File: config.mk
export PLATFORM = sky130hd
export DESIGN_NAME = mem_access_ctrl
export DESIGN_NICKNAME = d
export VERILOG_FILES = /design/src/rtl/mem_access_ctrl.sv
export SDC_FILE = /design/constraint.sdc
export NUM_CORES = 1
export LEC_CHECK = 0
export ABC_AREA = 1
export CORE_MARGIN = 2
export CORE_UTILIZATION = 26
export CTS_CLUSTER_DIAMETER = 60
export CTS_CLUSTER_SIZE = 30
export DETAILED_ROUTE_END_ITERATION = 16
export DONT_BUFFER_PORTS = 1
export PLACE_DENSITY = 0.46
export SYNTH_ARGS = -nofsm -noshare
export SYNTH_HDL_FRONTEND = slang
export SYNTH_SLANG_ARGS = --single-unit
File: constraint.sdc
create_clock -name clk -period 1.8 [get_ports clk]
set_input_delay 0.27 -clock clk [delete_from_list [all_inputs] [get_ports clk]]
set_output_delay 0.27 -clock clk [all_outputs]
set_load 0.01 [all_outputs]
File: src/rtl/mem_access_ctrl.sv
// Load/store sequencer in front of a single-port word RAM: sub-word stores
// are done as read-modify-write, loads are lane-selected and extended.
module mem_access_ctrl #(
  parameter int ADDR_W = 14
) (
  input  logic              clk,
  input  logic              rst_n,
  input  logic              req_valid,
  output logic              req_ready,
  input  logic              req_we,
  input  logic [1:0]        req_size,
  input  logic              req_unsigned,
  input  logic [ADDR_W-1:0] req_addr,
  input  logic [31:0]       req_wdata,
  output logic              rsp_valid,
  output logic [31:0]       rsp_rdata,
  output logic              rsp_err,
  output logic              ram_r_wn,
  output logic [ADDR_W-3:0] ram_address,
  output logic [31:0]       ram_data_in,
  input  logic [31:0]       ram_data_out
);

  typedef enum logic [2:0] {IDLE, RD, MRG, WR, RSP} state_e;

  state_e            state_q, state_d;
  logic              we_q, we_d;
  logic [1:0]        size_q, size_d;
  logic              uns_q, uns_d;
  logic [ADDR_W-1:0] addr_q, addr_d;
  logic [31:0]       din_q, din_d;
  logic [31:0]       rdata_q, rdata_d;
  logic              err_q, err_d;

  logic        bad;
  logic [4:0]  shift;
  logic [31:0] rword, ext, lane_mask, merged;

  assign bad = (req_size == 2'b11) ||
               (req_size == 2'b01 && req_addr[0]) ||
               (req_size == 2'b10 && req_addr[1:0] != 2'b00);

  // Lane position of the addressed byte/half within the RAM word
  assign shift     = {addr_q[1:0], 3'b000};
  assign rword     = ram_data_out >> shift;
  assign lane_mask = ((size_q == 2'b00) ? 32'h0000_00FF : 32'h0000_FFFF) << shift;
  assign merged    = (ram_data_out & ~lane_mask) | ((din_q << shift) & lane_mask);

  always_comb begin
    ext = ram_data_out;
    case (size_q)
      2'b00:   ext = {{24{rword[7]  & ~uns_q}}, rword[7:0]};
      2'b01:   ext = {{16{rword[15] & ~uns_q}}, rword[15:0]};
      default: ext = ram_data_out;
    endcase
  end

  always_comb begin
    state_d = state_q;
    we_d    = we_q;
    size_d  = size_q;
    uns_d   = uns_q;
    addr_d  = addr_q;
    din_d   = din_q;
    rdata_d = rdata_q;
    err_d   = err_q;
    case (state_q)
      IDLE: if (req_valid) begin
        we_d    = req_we;
        size_d  = req_size;
        uns_d   = req_unsigned;
        addr_d  = req_addr;
        din_d   = req_wdata;
        rdata_d = '0;
        err_d   = bad;
        if (bad)                           state_d = RSP;
        else if (req_we && req_size == 2'b10) state_d = WR;
        else                               state_d = RD;
      end
      RD:  state_d = MRG;
      MRG: begin
        if (we_q) begin
          din_d   = merged;
          state_d = WR;
        end else begin
          rdata_d = ext;
          state_d = RSP;
        end
      end
      WR:      state_d = RSP;
      RSP:     state_d = IDLE;
      default: state_d = IDLE;
    endcase
  end

  always_ff @(posedge clk or negedge rst_n) begin
    if (!rst_n) begin
      state_q <= IDLE;
      we_q    <= 1'b0;
      size_q  <= 2'b00;
      uns_q   <= 1'b0;
      addr_q  <= '0;
      din_q   <= '0;
      rdata_q <= '0;
      err_q   <= 1'b0;
    end else begin
      state_q <= state_d;
      we_q    <= we_d;
      size_q  <= size_d;
      uns_q   <= uns_d;
      addr_q  <= addr_d;
      din_q   <= din_d;
      rdata_q <= rdata_d;
      err_q   <= err_d;
    end
  end

  // Write strobe decoded straight from the state flop: reset kills it at once
  assign ram_r_wn    = (state_q != WR);
  assign req_ready   = (state_q == IDLE);
  assign rsp_valid   = (state_q == RSP);
  assign rsp_rdata   = rdata_q;
  assign rsp_err     = err_q;
  assign ram_address = addr_q[ADDR_W-1:2];
  assign ram_data_in = din_q;

endmodule

======== Word level (Yosys, flattened, before mapping) ========
Index checks and enable logic that the tools add are counted.
word-level totals
  flip-flop bits (word level) ............. 86
  bits of input ports ..................... 85
  output and inout port bits .............. 80
  word-level logic and storage cells ...... 55
operators by class
  equality and inequality tests ........... 12
  shifts and indexed selects .............. 3
  multiplexer cells ....................... 13
  bitwise logic cells ..................... 7
  reduce and logical (&&, ||, !) cells .... 12
operator list
  kind                                                             number
  32-bit case mux with 2 select lines                              3
  32-bit 2-to-1 mux                                                4
  32-bit bitwise AND                                               2
  32-bit inverter                                                  1
  32-bit bitwise OR                                                1
  16-bit by 5-bit << shifter with 32-bit output                    1
  32-bit by 5-bit << shifter with 32-bit output                    1
  32-bit by 5-bit right shift with 16-bit output                   1
  16-bit 2-to-1 mux                                                1
  3-bit case mux with 4 select lines                               1
  3-bit 2-to-1 mux                                                 3
  3-bit by 2-bit == test with 1-bit output, second input constant  2
  2-bit != test, second input constant                             3
  3-bit AND reduction                                              2
  2-bit by 1-bit == test with 1-bit output, second input constant  2
  2-bit == test, second input constant                             2
  2-bit nonzero test                                               2
  3-bit by 1-bit == test with 1-bit output, second input constant  1
  3-bit == test, second input constant                             1
  1-bit logical AND                                                3
  3-bit zero test                                                  1
  3-bit by 2-bit != test with 1-bit output, second input constant  1
  1-bit bitwise AND                                                2
  2-bit zero test                                                  1
  other kinds (4)                                                  5

======== Depth between registers and ports, before layout ========
Gate-level depths: netlist (run 1).
  depth in word-level cells ............... 8
  mapped depth ............................ 10
  mapped depth without buffers ............ 9

======== Least setup slack after synthesis (run 1) ========
No wires, ideal clock.
  path kind ............................... register -> register
  start ................................... reg addr_q[0]
  end ..................................... reg rdata_q[21], in the netlist rsp_rdata[21]
  library setup time ...................... 0.117 ns
  arrival time ............................ 1.263 ns
  data required time ...................... 1.683 ns
  path slack .............................. 0.420 ns
  cell stages (with the launch flop) ...... 11
  path buffers ............................ 2
  clock period less this slack ............ 1.380 ns
  cells stage by stage .................... dfrtp_1 buf_4 nand2_1 nand2_1 nand2_1 nand2_1 nand2_2 nand3_2 buf_6 nand2_1 nand2_1
between the ends
  cells in the longest elaborated chain, start to end .. 5
  elaborated cells between the ends (all ways) .. 6
  those cells by class .................... shift: 1; mux: 3; bitwise: 2
ends and longest elaborated chain
  item                                                line    source
  from (decl)                                         30      logic [ADDR_W-1:0] addr_q, addr_d;
  from (signal assigned)                              111     addr_q <= addr_d;
  32-bit by 5-bit right shift with 16-bit output (*)  45      assign rword = ram_data_out >> shift;
  1-bit bitwise AND (on tied branches)                53, 52
  32-bit case mux with 2 select lines (*)             51      case (size_q)
  32-bit 2-to-1 mux (*)                               82      if (we_q) begin
  32-bit case mux with 2 select lines (*)             67      case (state_q)
  to (signal assigned)                                113     rdata_q <= rdata_d;
  to (decl)                                           32      logic [31:0] rdata_q, rdata_d;
Mark *: on every way between the ends. The rest lies on a longest branch, timed or not. The select of a mux whose other input is x is not followed.
A chain may end at the register's enable or synchronous reset.

==> out/metrics.yaml, run 1 <==
power:
  netSwitchingFraction: 0.502
  p_leak_nw: 3.01
  clockPowerShare: 0.176
  vdd_drop_max_uv: 937
  internal_power_w: 0.00562
  p_comb_frac: 0.478
  p_sw_w: 0.00567
  pwr_density_cell_mw_per_mm2: 1990
  seq_power_share: 0.346
sta:
  min_period_ns: 1.61
  fin_crit_sh: 0.894
  slew_violations: 0
  tns_ns: 0
  max_slew.worst_pin.slew_ns: 0.551
  finClkSkew_ns: 0.0107
  slew_headroom: 0.632
  finalSetupViolCount: 0
  max_freq_ghz: 0.621
  worst_hold_slack_ns: -0.389
  hold_violations: 86
  rsz0062_at_grt: "no"
status:
  status: "complete, but fails checks"
  violations: "hold timing"
synthesis:
  synth.avg_cell_area_um2: 6.65
  synth_seq_cells: 86
  synthTopCellsByArea: "dfrtp_1 42%, nand2_1 26%, o21ai_0 7.1%"
  yosysMostFrequentCell: "nand2_1"
  syn_area_mm2: 0.00512
  yosys-top-cells-count: "353 x nand2_1, 86 x dfrtp_1, 73 x o21ai_0, 65 x inv_1, 55 x nand3_1"
  synth.largest_area_cell: "dfrtp_1"
  ys_seq_area_frac: 0.420
  synth-edff-count: 0
  ys_types: 24
  syn-num-nets: 856
  synth_top_area_frac: 0.420
  ys_warn_count: 0
  synth-async-reset-ratio: 1.00
  netlist_instances: 771
  ys.flop_type: "dfrtp_1"
grt:
  grt_pass1_vias: 4570
  antenna_found_initial: 0
  grt_use_total: 0.173
  grt_max_degree: 87
  overflow: 0
  grt_pass1_wl_um: 26900
clocking:
  root_buffer: "clkbuf_16"
  cts_sinks: 86
  clk_pin_slew_worst_paths_ns: 0.07
  cts.htree.levels: 3
  cts_setup_buffers: 0
  cts_buffer_depth: 2
  cts_buffers: 9
  clock_latency_ns: 0.35
  cts_tree: "yes"
setup_path:
  cp.arrival_ns: 1.84
  startpoint_type: "register"
  max_stage_delay_ns: 0.37
  cp-end-kind: "register"
  path_class: "reg -> reg"
  critPathLaunch: "state_q[2]"
  critPathMaxFanout: 24
  critPathSlowestCell: "dfrtp_1"
  reg2reg_from: "state_q[2]"
  path_cells: "inv_2 -> nand2_1 -> nor2_4 -> nand2_2 -> nand3_2 -> clkinv_2 -> nor2_1 -> a21oi_1"
  regToRegSetupSlack_ns: 0.19
  r2r_cells: 8
  worst-endpoint-required_ns: 2.03
placement:
  dpl_cell_area_mm2: 0.00537
  gp_congestion: 0.889
  portBuffers: 0
  dp_hpwl_um: 13600
final_layout:
  diodes: 0
  fillCellCount: 2195
  stdcell_area_mm2: 0.00568
  area_growth_pct: 10.8
  drive_above_1_share: 0.0802
  nets: 841
drt:
  final_antenna_net_count: 0
  first_pass_iters: 5
  drt_wl_total_um: 17900
  via_per_inst: 4.51
  vias: 4626
  drc_errors: 0
  drtIter0Drc: 263
  wire_per_inst_um: 17.4
job:
  maxCapViolCount: 0
die:
  initial_core_util: 0.264
  coreArea_mm2: 0.0194
  die_area_mm2: 0.0208
  io_pins: 165
  rows: 51
  die-width_um: 144
  die_height_um: 144
worst_hold_path:
  hold_class: "in -> async"
critical path: cells and delay by family, from the launching register on:
kind | cells | cell delay, ns
DFF | 1 | 0.37
buffers and inverters | 2 | 0.44
AOI/OAI and AO/OA | 1 | 0.05
and+or+nand+nor | 5 | 0.62
per-layer routing:
metal  GRT usage  share of wire  up-vias  routed length [µm]
li1            -              -     2355                   -
met1       0.219           0.43     2099                7760
met2       0.277           0.46      149                8200
met3      0.0636          0.088       23                1570
met4      0.0491          0.018        0                 318
met5           0              0        -                   0
worst min-delay path by stage:
stage / from / to / slack (ns)
floorplan: rst_n / asynchronous set/reset pin / -0.03
global placement: rst_n / ram_data_in[11] / -0.02
detailed placement: rst_n / ram_data_in[11] / -0.02
CTS: rst_n / asynchronous set/reset pin / -0.41
global route: rst_n / ram_data_in[11] / -0.41
finish: rst_n / ram_data_in[11] / -0.39
cells in the final DEF (no fill, tap or decap), drive strengths merged:
cell      synthesis  routed
nor2             34      34
bufinv            0       1
o21ai            80      80
clkinv            2       5
nand2           356     356
nand3            59      59
a21oi            34      34
inv              71      72
clkbuf            6      10
dfrtp            86      86
buf              40      20
a31oi             1       1
clkinvlp          0       1
nor3              2       2
power by group through the flow:
stage          Clock (W)  Combinational [W]  Sequential [W]
3_5_place_dp           0            0.00543         0.00395
2_1_floorplan          0            0.00442         0.00353
3_3_place_gp           0            0.00541         0.00397
5_1_grt          0.00212            0.00624         0.00404
6_report         0.00199            0.00540         0.00391
4_1_cts          0.00205            0.00544         0.00393
metrics by stage:
| stage | utilization | setup WS [ns] | cells | hold WS [ns] | total power [W] |
|---|---|---|---|---|---|
| after global routing | 0.293 | 0.0167 | 1026 | -0.412 | 0.0124 |
| after detailed placement | 0.277 | 0.165 | 1010 | -0.0216 | 0.00938 |
| final | 0.293 | 0.191 | 1026 | -0.389 | 0.0113 |
| after floorplan | - | 0.420 | 771 | -0.0256 | 0.00796 |
| after CTS | 0.293 | 0.153 | 1026 | -0.406 | 0.0114 |
| after global placement | 0.277 | 0.148 | 1010 | -0.0213 | 0.00938 |
final cells by class:
cell class                      count  area, µm²  area share
Clock buffer                       10        239      0.0421
Multi-Input combinational cell    566       2420       0.426
Sequential cell                    86       2150       0.379
Tap cell                          265        332      0.0584
Timing Repair Buffer               20        188      0.0331
Clock inverter                      6       68.8      0.0121
Inverter                           73        275      0.0485
cell families after synthesis:
logic type,share of synthesized area
compound gates,0.114
buf+inv,0.107
flops,0.420
simple gates,0.358
timing repair:
item | in CTS | in global routing
endpoints found under the hold margin | 86 | 86
endpoints found under the setup margin | 0 | 7
gates resized for setup | 0 | 2
Power figures use the tool's default switching activity.
==> run 2, diff against run 1 <==
CORE_ASPECT_RATIO = 1.2   (was unset)
==> run 2 against run 1 <==
- the run still ends with hold timing left
- core utilization is 0.24 points higher
- global-route usage is 0.34 points higher
- fmax is 0.55% lower
- clock skew hardly changed
- register-to-register slack hardly changed
- highest routed layer unchanged
- combinational power is 0.7% higher
- sequential power hardly changed
==> out/metrics.yaml, run 2 (synthesis results as in run 1) <==
status:
  status: "complete, but fails checks"
  violations: "hold timing"
sta:
  slew_violations: 0
  slew_headroom: 0.642
  fin_crit_sh: 0.899
  max_slew.worst_pin.slew_ns: 0.534
  min_period_ns: 1.62
  max_freq_ghz: 0.618
  fin_ws_ns: 0.182
  rsz0062_at_grt: "no"
  finClkSkew_ns: 0.0111
  finalSetupViolCount: 0
  worst_hold_slack_ns: -0.389
  hold_violations: 86
  tns_ns: 0
setup_path:
  critPathSlowestCell: "dfrtp_2"
  max_stage_delay_ns: 0.46
  critPathMaxFanout: 29
  worst-endpoint-required_ns: 2.09
  path_cells: "buf_12 -> buf_4 -> o21ai_2 -> buf_4 -> nand2_1 -> nand3_1 -> nand2_1 -> nand2_1 -> nand2_1 -> nand2_1"
  cpMostUsedCell: "nand2_1"
  cp-end-kind: "register"
  path_class: "reg -> reg"
  startpoint_type: "register"
  cp.arrival_ns: 1.91
drt:
  final_antenna_net_count: 0
  drtIter0Drc: 299
  via_per_inst: 4.56
  wire_per_inst_um: 17.6
  vias: 4669
  first_pass_iters: 5
  drc_errors: 0
  drt_wl_total_um: 18000
die:
  coreArea_mm2: 0.0194
  die-width_um: 132
  rows: 56
  die_area_mm2: 0.0209
  initial_core_util: 0.264
  die_height_um: 158
  io_pins: 165
clocking:
  cts_setup_buffers: 0
  cts_tree: "yes"
  cts_sinks: 86
  cts_buffer_depth: 2
  clk_pin_slew_worst_paths_ns: 0.07
  cts_buffers: 9
  clock_latency_ns: 0.36
  root_buffer: "clkbuf_16"
  cts.htree.levels: 3
final_layout:
  drive_above_1_share: 0.0839
  layout_common_cells: "353 x nand2_1, 85 x dfrtp_1, 73 x o21ai_0"
  nets: 843
  layout_commonest_cell: "nand2_1"
  area_growth_pct: 11.8
  diodes: 0
  fillCellCount: 2162
  stdcell_area_mm2: 0.00573
power:
  pwr_density_cell_mw_per_mm2: 2020
  p_leak_nw: 3.04
  power.total_w: 0.0116
  vdd_drop_max_uv: 564
placement:
  portBuffers: 0
  dpl_cell_area_mm2: 0.00536
  pre_cts_slack_ns: 0.122
  gp_congestion: 0.866
  dp_hpwl_um: 13900
job:
  maxCapViolCount: 0
grt:
  grt_max_degree: 87
  antenna_found_initial: 0
  grt_pass1_vias: 4617
  grt_pass1_wl_um: 27800
  grt_use_total: 0.176
  overflow: 0
worst_hold_path:
  hold_class: "in -> async"
-- run 2: cell types whose count changed in the layout (fill, tap and decap cells not counted) --
cell / previous run / this run
inv_6: 2 / 0
buf_4: 17 / 20
inv_4: 0 / 1
inv_8: 0 / 1
clkinv_2: 2 / 0
nor2_2: 5 / 6
bufinv_16: 1 / 3
buf_12: 3 / 2
nor2_1: 26 / 25
-- run 2: report_power, final --
part           switching [W]  internal, W  leakage, nW
Sequential           0.00111      0.00278         1.10
Clock               0.000829      0.00141        0.171
Combinational        0.00371      0.00173         1.77
-- run 2: metal layers --
metal  vias to the layer above  global-route usage  wire (µm)
met1                      2137               0.216       7640
met4                         0              0.0631        380
met2                       139               0.288       8600
met5                         -                   0          0
li1                       2370                   -          -
met3                        23              0.0608       1370
-- run 2: area by class of cell --
class / count / area [µm²] / share of cell area
clock inverters: 6 / 118 / 0.0205
well taps: 261 / 327 / 0.0570
repair buffers: 22 / 190 / 0.0332
clock buffers: 10 / 239 / 0.0417
multi-input cells: 566 / 2420 / 0.423
flip-flops and latches: 86 / 2150 / 0.376
inverters: 73 / 277 / 0.0483
-- run 2: stage by stage --
stage | utilization | std cells | hold slack (ns)
floorplan | - | 771 | -0.0256
global placement | 0.276 | 1008 | -0.0197
detailed placement | 0.276 | 1008 | -0.0197
CTS | 0.295 | 1024 | -0.408
global route | 0.295 | 1024 | -0.416
finish | 0.295 | 1024 | -0.389
-- run 2: final timing paths --
| path | start | endpoint | slack [ns] | cells after the start |
|---|---|---|---|---|
| max | addr_q[0] | rsp_rdata[10] | 0.18 | 10 |
| min | rst_n | state_q[1] | -0.39 | 0 |
| max reg2reg | addr_q[0] | rsp_rdata[10] | 0.18 | 10 |
| min reg2reg | addr_q[2] | addr_q[2] | 0.54 | 2 |
| max in group asynchronous | rst_n | ram_data_in[15] | 2.03 | 0 |
| min in group clk | req_addr[9] | addr_q[9] | 0.03 | 2 |
-- run 2: worst max-delay path, delay by kind of cell, from the launching register on --
kind / cells / cell delay (ns)
and+or+nand+nor: 6 / 0.38
AOI/OAI and AO/OA: 1 / 0.13
buffers and inverters: 3 / 0.58
DFF: 1 / 0.46
-- run 2: timing repair --
item | CTS | global route
hold endpoints to repair | 86 | 86
gates resized for setup | 0 | 4
setup endpoints to repair | 0 | 42
